`config.mk`:
```
export PLATFORM = sky130hd
export DESIGN_NAME = usb_pkt_writer
export DESIGN_NICKNAME = d
export VERILOG_FILES = /design/src/rtl/usb_pkt_writer.sv
export SDC_FILE = /design/constraint.sdc
export NUM_CORES = 1
export LEC_CHECK = 0
export CORE_MARGIN = 2
export CORE_UTILIZATION = 35
export CTS_CLUSTER_SIZE = 12
export DETAILED_ROUTE_END_ITERATION = 6
export SLEW_MARGIN = 20
export SYNTH_ARGS = -nofsm -noshare
export SYNTH_HDL_FRONTEND = slang
export SYNTH_SLANG_ARGS = --single-unit
```
`constraint.sdc`:
```
create_clock -name clk -period 2.3 [get_ports clk]
set_clock_uncertainty 0.15 [all_clocks]
set_input_delay 0.575 -clock clk [delete_from_list [all_inputs] [get_ports clk]]
set_output_delay 0.575 -clock clk [all_outputs]
set_load 0.02 [all_outputs]
```
`src/rtl/usb_pkt_writer.sv`:
```
// Assembles a USB data packet (PID, payload, optional CRC16) and writes it byte by byte
// through DPRAM port A. Define USB_CRC16_EN to compile in the CRC16 trailer.
module usb_pkt_writer #(
    parameter int ADDR_WIDTH  = 8,
    parameter int DATA_WIDTH  = 8,
    parameter int MAX_PAYLOAD = 64
) (
    input  logic                  clk,
    input  logic                  rst,
    input  logic                  start,
    input  logic [3:0]            pid,
    input  logic [ADDR_WIDTH-1:0] base_addr,
    input  logic                  zlp,
    input  logic                  in_valid,
    input  logic [7:0]            in_data,
    input  logic                  in_last,
    output logic                  in_ready,
    output logic                  enable_port_a,
    output logic                  write_port_a,
    output logic [ADDR_WIDTH-1:0] address_port_a,
    output logic [DATA_WIDTH-1:0] data_in_port_a,
    output logic                  busy,
    output logic                  done,
    output logic [ADDR_WIDTH-1:0] pkt_len,
    output logic [ADDR_WIDTH-1:0] pkt_base,
    output logic                  err_overflow
);

    typedef enum logic [2:0] {
        S_IDLE,
        S_PID,
        S_PAYLOAD,
`ifdef USB_CRC16_EN
        S_CRC_LO,
        S_CRC_HI,
`endif
        S_DONE
    } state_t;

    localparam logic [ADDR_WIDTH-1:0] LP_ONE = ADDR_WIDTH'(1);
    localparam logic [ADDR_WIDTH-1:0] LP_MAX = ADDR_WIDTH'(MAX_PAYLOAD);
`ifdef USB_CRC16_EN
    localparam logic [ADDR_WIDTH-1:0] LP_OVH = ADDR_WIDTH'(3);
`else
    localparam logic [ADDR_WIDTH-1:0] LP_OVH = ADDR_WIDTH'(1);
`endif

    state_t                r_state;
    logic [3:0]            r_pid;
    logic [ADDR_WIDTH-1:0] r_base;
    logic                  r_zlp;
    logic [ADDR_WIDTH-1:0] r_cnt;
    logic                  r_ovf;
    logic                  r_en;
    logic [ADDR_WIDTH-1:0] r_addr;
    logic [DATA_WIDTH-1:0] r_data;
    logic                  r_busy;
    logic                  r_done;
    logic [ADDR_WIDTH-1:0] r_len;
    logic                  r_err;
`ifdef USB_CRC16_EN
    logic [15:0]           r_crc;
`endif

    logic                  w_ready;
    logic                  w_hs;
    logic [ADDR_WIDTH-1:0] w_cnt_nxt;
    logic                  w_at_max;

`ifdef USB_CRC16_EN
    // Reflected USB CRC16 (0xA001), one byte processed LSB first.
    function automatic logic [15:0] crc16_upd(input logic [15:0] crc, input logic [7:0] b);
        logic [15:0] c;
        c = crc;
        for (int unsigned i = 0; i < 8; i++) begin
            if (c[0] ^ b[i]) c = (c >> 1) ^ 16'hA001;
            else             c = c >> 1;
        end
        return c;
    endfunction
`endif

    assign w_ready   = (r_state == S_PAYLOAD);
    assign w_hs      = in_valid & w_ready;
    assign w_cnt_nxt = r_cnt + LP_ONE;
    assign w_at_max  = (w_cnt_nxt == LP_MAX);

    always_ff @(posedge clk or posedge rst) begin
        if (rst) begin
            r_state <= S_IDLE;
            r_pid   <= '0;
            r_base  <= '0;
            r_zlp   <= 1'b0;
            r_cnt   <= '0;
            r_ovf   <= 1'b0;
            r_en    <= 1'b0;
            r_addr  <= '0;
            r_data  <= '0;
            r_busy  <= 1'b0;
            r_done  <= 1'b0;
            r_len   <= '0;
            r_err   <= 1'b0;
`ifdef USB_CRC16_EN
            r_crc   <= '1;
`endif
        end else begin
            r_en   <= 1'b0;
            r_done <= 1'b0;
            case (r_state)
                S_IDLE: begin
                    if (start) begin
                        r_pid   <= pid;
                        r_base  <= base_addr;
                        r_zlp   <= zlp;
                        r_cnt   <= '0;
                        r_ovf   <= 1'b0;
                        r_busy  <= 1'b1;
                        r_len   <= '0;
                        r_err   <= 1'b0;
`ifdef USB_CRC16_EN
                        r_crc   <= '1;
`endif
                        r_state <= S_PID;
                    end
                end
                S_PID: begin
                    r_en   <= 1'b1;
                    r_addr <= r_base;
                    r_data <= {~r_pid, r_pid};
                    if (!r_zlp)
                        r_state <= S_PAYLOAD;
                    else
`ifdef USB_CRC16_EN
                        r_state <= S_CRC_LO;
`else
                        r_state <= S_DONE;
`endif
                end
                S_PAYLOAD: begin
                    if (w_hs) begin
                        r_en   <= 1'b1;
                        r_addr <= r_addr + LP_ONE;
                        r_data <= in_data;
                        r_cnt  <= w_cnt_nxt;
`ifdef USB_CRC16_EN
                        r_crc  <= crc16_upd(r_crc, in_data);
`endif
                        // Hitting the size limit without in_last truncates the payload.
                        if (in_last || w_at_max) begin
                            r_ovf   <= ~in_last;
`ifdef USB_CRC16_EN
                            r_state <= S_CRC_LO;
`else
                            r_state <= S_DONE;
`endif
                        end
                    end
                end
`ifdef USB_CRC16_EN
                S_CRC_LO: begin
                    r_en    <= 1'b1;
                    r_addr  <= r_addr + LP_ONE;
                    r_data  <= ~r_crc[7:0];
                    r_state <= S_CRC_HI;
                end
                S_CRC_HI: begin
                    r_en    <= 1'b1;
                    r_addr  <= r_addr + LP_ONE;
                    r_data  <= ~r_crc[15:8];
                    r_state <= S_DONE;
                end
`endif
                S_DONE: begin
                    r_done  <= 1'b1;
                    r_busy  <= 1'b0;
                    r_len   <= r_cnt + LP_OVH;
                    r_err   <= r_ovf;
                    r_state <= S_IDLE;
                end
                default: r_state <= S_IDLE;
            endcase
        end
    end

    assign in_ready       = w_ready;
    assign enable_port_a  = r_en;
    assign write_port_a   = r_en;
    assign address_port_a = r_addr;
    assign data_in_port_a = r_data;
    assign busy           = r_busy;
    assign done           = r_done;
    assign pkt_len        = r_len;
    assign pkt_base       = r_base;
    assign err_overflow   = r_err;

endmodule
```
==> results of run 1 <==
==> registers in the layout, summed over array words and instances, names as in the netlist <==
register and cells:
r_zlp 1, pkt_base 8, busy 1, address_port_a 8
done 1, r_ovf 1, r_state 2, r_cnt 8
pkt_len 8, err_overflow 1, r_pid 4, enable_port_a 1
data_in_port_a 8
==> per-stage QoR <==
step / std cells / setup slack, ns
2_1_floorplan: 257 / 0.247
3_3_place_gp: 418 / 0.0757
3_5_place_dp: 418 / 0.0218
4_1_cts: 426 / 0.150
5_1_grt: 426 / 0.0156
6_report: 426 / 0.169
==> cells in the final DEF (no fill, tap or decap), drive strengths merged, types with 2 or more instances in the layout <==
cell,netlist,routed
a21bo,2,2
a21oi,23,23
a31oi,4,4
a32o,2,2
a41oi,2,2
and4,2,2
buf,8,13
clkbuf,6,6
clkdlybuf4s50,0,62
dfrtp,52,52
ha,8,8
inv,4,4
mux2,16,16
mux2i,8,8
nand2,30,30
nand2b,6,6
nand3,7,7
nand3b,2,2
nor2,17,17
nor3,2,2
nor3b,2,2
o21ai,35,35
o31ai,2,2
xnor2,3,3
xor2,3,3
==> worst max-delay path by stage <==
| stage | start | end | depth (start not counted) |
|---|---|---|---|
| global route | r_state[0]$_DFFE_PP0P_ | r_cnt[4]$_DFFE_PP0P_ | 8 |
| detailed placement | start | r_cnt[4]$_DFFE_PP0P_ | 6 |
| CTS | address_port_a[3]$_DFFE_PP0P_ | address_port_a[3] | 1 |
| finish | address_port_a[3]$_DFFE_PP0P_ | address_port_a[3] | 1 |
| floorplan | r_state[0]$_DFFE_PP0P_ | r_cnt[6]$_DFFE_PP0P_ | 9 |
| global placement | start | r_cnt[3]$_DFFE_PP0P_ | 6 |
==> routing by layer <==
| metal | vias to the layer above | GRT usage [%] | routed length [um] |
|---|---|---|---|
| met5 | - | 0 | 0 |
| met4 | 0 | 4.49 | 51 |
| met3 | 4 | 2.34 | 229 |
| met2 | 54 | 23.8 | 2810 |
| met1 | 1050 | 22.7 | 3010 |
| li1 | 1050 | - | - |
==> power breakdown <==
part | switching [mW] | internal, mW
logic | 1.28 | 1.14
registers | 0.277 | 1.25
clock network | 0.306 | 0.356
==> repair_timing <==
action | in CTS | in global routing
resized for setup | 1 | 1
endpoints found under the setup margin | 1 | 1
hold buffers | 0 | 0
gates cloned | 0 | 0
==> area by class of cell <==
cell class	instances	area share (%)
repair buffers	76	21.0
flip-flops and latches	52	36.9
clock inverters	2	1.10
inverters	4	0.425
multi-input cells	187	34.7
well taps	99	3.51
clock buffers	6	2.34
==> cell families after synthesis <==
group | after synthesis
and+or+nand+nor | 75
AOI/OAI and AO/OA | 74
DFF | 52
muxes | 24
buffers and inverters | 18
adders and majority gates | 8
xor gates and xnor gates | 6
==> tightest hold or removal path, stage by stage (launching register included) <==
cell     delay (ns)
dfrtp_1        0.35
nand2_1        0.04
o21ai_0        0.06
==> flow_summary.ini, run 1 <==
[synthesis]
yosysWarnings = 0
ys_seq_area_share_pct = 49.4
synthTopCellsByArea = dfrtp_1, o21ai_0, mux2_2
synth_common_cells = dfrtp_1, o21ai_0, nand2_1
synthFlopType = dfrtp_1
synth_xor_area_share_pct = 1.99
synthMuxAreaShare_pct = 10.2
synth.avg_cell_area_um2 = 10.3
synth_top_area_share_pct = 49.4
syn-num-nets = 291
synth_fa_ha_area_share_pct = 3.80
synthDistinctLibCells = 48
synth_area_um2 = 2640
yosys.area.top_type = dfrtp_1
synthArstFlopShare_pct = 100
synth-compound-area-share_pct = 16.4
syn_inst = 257
synth_edf_count = 0
yosys.area_share.simple_pct = 14.2
synth_top_family_by_area = compound AO/OA/AOI/OAI gates
ys_ff_latch = 52
synth_most_common_cell = dfrtp_1

[drt]
drtAntennaViolNets = 0
dr_total_vias = 2158
wl_per_cell_um = 14.3
drtPass1Iterations = 4
drt-total-wl_mm = 6.10
drc = 0
drt_iter0_drc = 161
via_per_inst = 5.07

[global_routing]
antenna_found_initial = 0
grt-ovfl-total = 0
grt_pass1_vias = 2027
grt_pass1_wl_mm = 10.3
grt_max_degree = 53
grt_usage_pct = 15.5

[power]
power_mw = 4.62
p_per_area_nw_per_um2 = 1310
irDropWorstVdd_mv = 0.530
leakage_nw = 1.48

[placed_design]
numPortBuffers = 63
dp_hpwl_mm = 4.41
placed_area_um2 = 3410
gp_congestion = 0.771

[clock_tree]
root_buffer = clkbuf_8
path_clk_slew_ns = 0.09
tritoncts = built
cts_setup_buffers = 0
cts_inserted_buffers = 5
cts.sinks = 52
cts.path.max_buffers = 2
clk_latency_ns = 0.30
h-tree-depth = 2

[sta]
slew_viol_final = 0
slew_headroom_pct = 53.9
hold_violations = 0
fin_crit_sh_pct = 92.6
grt_setup_unrepaired = false
fin_crit_ns = 2.13
fmax_mhz = 469
holdWs_ns = 0.332
worst_pin_slew_ns = 0.687
finalSetupViolCount = 0
tns_ns = 0

[cells_and_area]
num-fill-cells = 702
final_area_um2 = 3530
drive_gt1_share_pct = 15.0
multiInputGateArea_um2 = 1230
seqCellArea_um2 = 1300
utilization_pct = 48.7
syn_to_final_growth_pct = 34.0
diodes = 0
final_nets = 360

[setup_path]
endpoint_kind = output pin
cp_num_buf_inv = 1
reg2regPathDepth = 7
required_ns = 1.57
critPathTopFamily = buffers and inverters
critPathMaxFanout = 7
start_kind = register
r2r_start = r_cnt[0]$_DFFE_PP0P_
r2r_slack_ns = 0.21
cp_data_arrival_time_ns = 1.41
r2r-end = r_state[0]$_DFFE_PP0P_
critPathSlowestCell = clkdlybuf4s50_1
cp_cell_sequence = clkdlybuf4s50_1
crit_type = reg -> out
max_stage_delay_ns = 0.65

[min_path]
hp-start = pkt_len[3]$_DFFE_PP0P_
hold_path_class = reg -> reg
hold_depth = 2
min_to = pkt_len[3]$_DFFE_PP0P_

[die]
rows = 31
boundaryPins = 64
start_util_pct = 36.3
die_y_um = 90.8
die_area_um2 = 8240
coreArea_um2 = 7250
die_w_um = 90.8

[flow_run]
maxCapViolations = 0

[outcome]
outcome = completed
No activity file was read; power rests on OpenSTA's default activity.
==> run 2, diff against run 1 <==
--- a/config.mk
+++ b/config.mk
@@ -9,6 +9,7 @@
 export CORE_UTILIZATION = 35
 export CTS_CLUSTER_SIZE = 12
 export DETAILED_ROUTE_END_ITERATION = 6
+export PLACE_DENSITY = 0.62
 export SLEW_MARGIN = 20
 export SYNTH_ARGS = -nofsm -noshare
 export SYNTH_HDL_FRONTEND = slang
==> run 2 against run 1 <==
Against the previous run:
- critical path depth is the same
- largest cell class unchanged
- global-route usage shrank 0.14 points
- cell count is the same
==> flow_summary.ini, run 2 (synthesis results as in run 1) <==
[placed_design]
dp_hpwl_mm = 4.52
numPortBuffers = 63
gp_congestion = 0.761

[clock_tree]
clk_latency_ns = 0.31
path_clk_slew_ns = 0.10
h-tree-depth = 2
root_buffer = clkbuf_8
tritoncts = built
cts_inserted_buffers = 5
cts.path.max_buffers = 2
cts_setup_buffers = 0
cts.hold.buffers_added = 0
cts.sinks = 52

[die]
die_area_um2 = 8240
start_util_pct = 36.3
rows = 31
die_w_um = 90.8
die_y_um = 90.8
coreArea_um2 = 7250
boundaryPins = 64

[cells_and_area]
mostFrequentLayoutCells = clkdlybuf4s50_1, dfrtp_1, o21ai_0
diodes = 0
num-fill-cells = 705
final_nets = 360
drive_gt1_share_pct = 15.0
final_common_cell = clkdlybuf4s50_1
syn_to_final_growth_pct = 33.4

[global_routing]
grt-ovfl-total = 0
grt_usage_pct = 15.3
grt_max_degree = 53
grt_pass1_wl_mm = 10.2
grt_pass1_vias = 2021
antenna_found_initial = 0

[setup_path]
cp_cell_sequence = clkdlybuf4s50_1
endpoint_kind = output pin
crit_type = reg -> out
cp_data_arrival_time_ns = 1.44
r2r_start = r_cnt[0]$_DFFE_PP0P_
cp_num_buf_inv = 1
critPathTopFamily = buffers and inverters
critPathSlowestCell = clkdlybuf4s50_1
max_stage_delay_ns = 0.66
critPathMaxFanout = 7
startpoint = address_port_a[3]$_DFFE_PP0P_
start_kind = register
required_ns = 1.57

[sta]
slew_viol_final = 0
grt_setup_unrepaired = false
finalSetupViolCount = 0
fmax_mhz = 462
fin_crit_ns = 2.16
worst_pin_slew_ns = 0.759
tns_ns = 0
slew_headroom_pct = 49.0
fin_crit_sh_pct = 94.0
hold_violations = 0

[power]
leakage_nw = 1.47
irDropWorstVdd_mv = 0.745
p_per_area_nw_per_um2 = 1300
power_mw = 4.56

[drt]
drt_iter0_drc = 133
drtPass1Iterations = 4
dr_total_vias = 2116
via_per_inst = 4.97
drc = 0
drtAntennaViolNets = 0
wl_per_cell_um = 14.7
drt-total-wl_mm = 6.26

[min_path]
hp-start = data_in_port_a[0]$_DFFE_PP0P_
hold_path_class = reg -> reg

[flow_run]
maxCapViolations = 0

[outcome]
outcome = completed
## run 2: stage by stage
| step | instances | hold WS, ns | worst slack, ns | util, % | instance area (um2) |
|---|---|---|---|---|---|
| finish | 426 | 0.335 | 0.138 | 48.5 | 3510 |
| global route | 426 | 0.382 | 0.0354 | 48.5 | 3510 |
| CTS | 426 | 0.342 | 0.134 | 48.5 | 3510 |
| detailed placement | 418 | 0.318 | 0.0733 | 47.1 | 3420 |
| global placement | 418 | 0.314 | 0.0863 | 47.1 | 3420 |
| floorplan | 257 | 0.330 | 0.247 | - | 2640 |
## run 2: what timing repair did
action                                  in CTS  in global routing
resized for setup                            1                  0
endpoints found under the hold margin        0                  0
endpoints found under the setup margin       1                  0
## run 2: worst paths after layout
path / endpoint / slack (ns) / depth (start not counted)
max: address_port_a[3] / 0.14 / 1
min: data_in_port_a[0]$_DFFE_PP0P_ / 0.33 / 2
max reg2reg: r_state[1]$_DFFE_PP0P_ / 0.22 / 7
min reg2reg: data_in_port_a[0]$_DFFE_PP0P_ / 0.33 / 2
max in group asynchronous: pkt_base[3]$_DFFE_PP0P_ / 1.30 / 3
min in group asynchronous: data_in_port_a[6]$_DFFE_PP0P_ / 0.47 / 3
## run 2: worst min-delay path: stages, from the launching register on
cell	delay [ns]
dfrtp_1	0.35
nand2_1	0.04
o21ai_0	0.06
## run 2: final cells by class
cell class | instances | area, um2 | share of cell area [%]
tap | 99 | 124 | 3.52
sequential | 52 | 1300 | 37.0
clock buffer | 6 | 82.6 | 2.35
clock inverter | 2 | 13.8 | 0.392
inverter | 4 | 15.0 | 0.427
multi-input combinational | 187 | 1230 | 34.9
timing repair buffer | 76 | 752 | 21.4
## run 2: power breakdown
part | switching [mW] | internal (mW) | leakage, nW | total, mW
logic | 1.29 | 1.16 | 0.770 | 2.45
registers | 0.284 | 1.25 | 0.652 | 1.54
clock network | 0.328 | 0.247 | 0.0516 | 0.576
## run 2: routing by layer
layer,wire [um],GRT usage (%)
met1,3040,21.3
met2,2870,24.8
met3,268,2.50
met4,73,4.23
met5,0,0
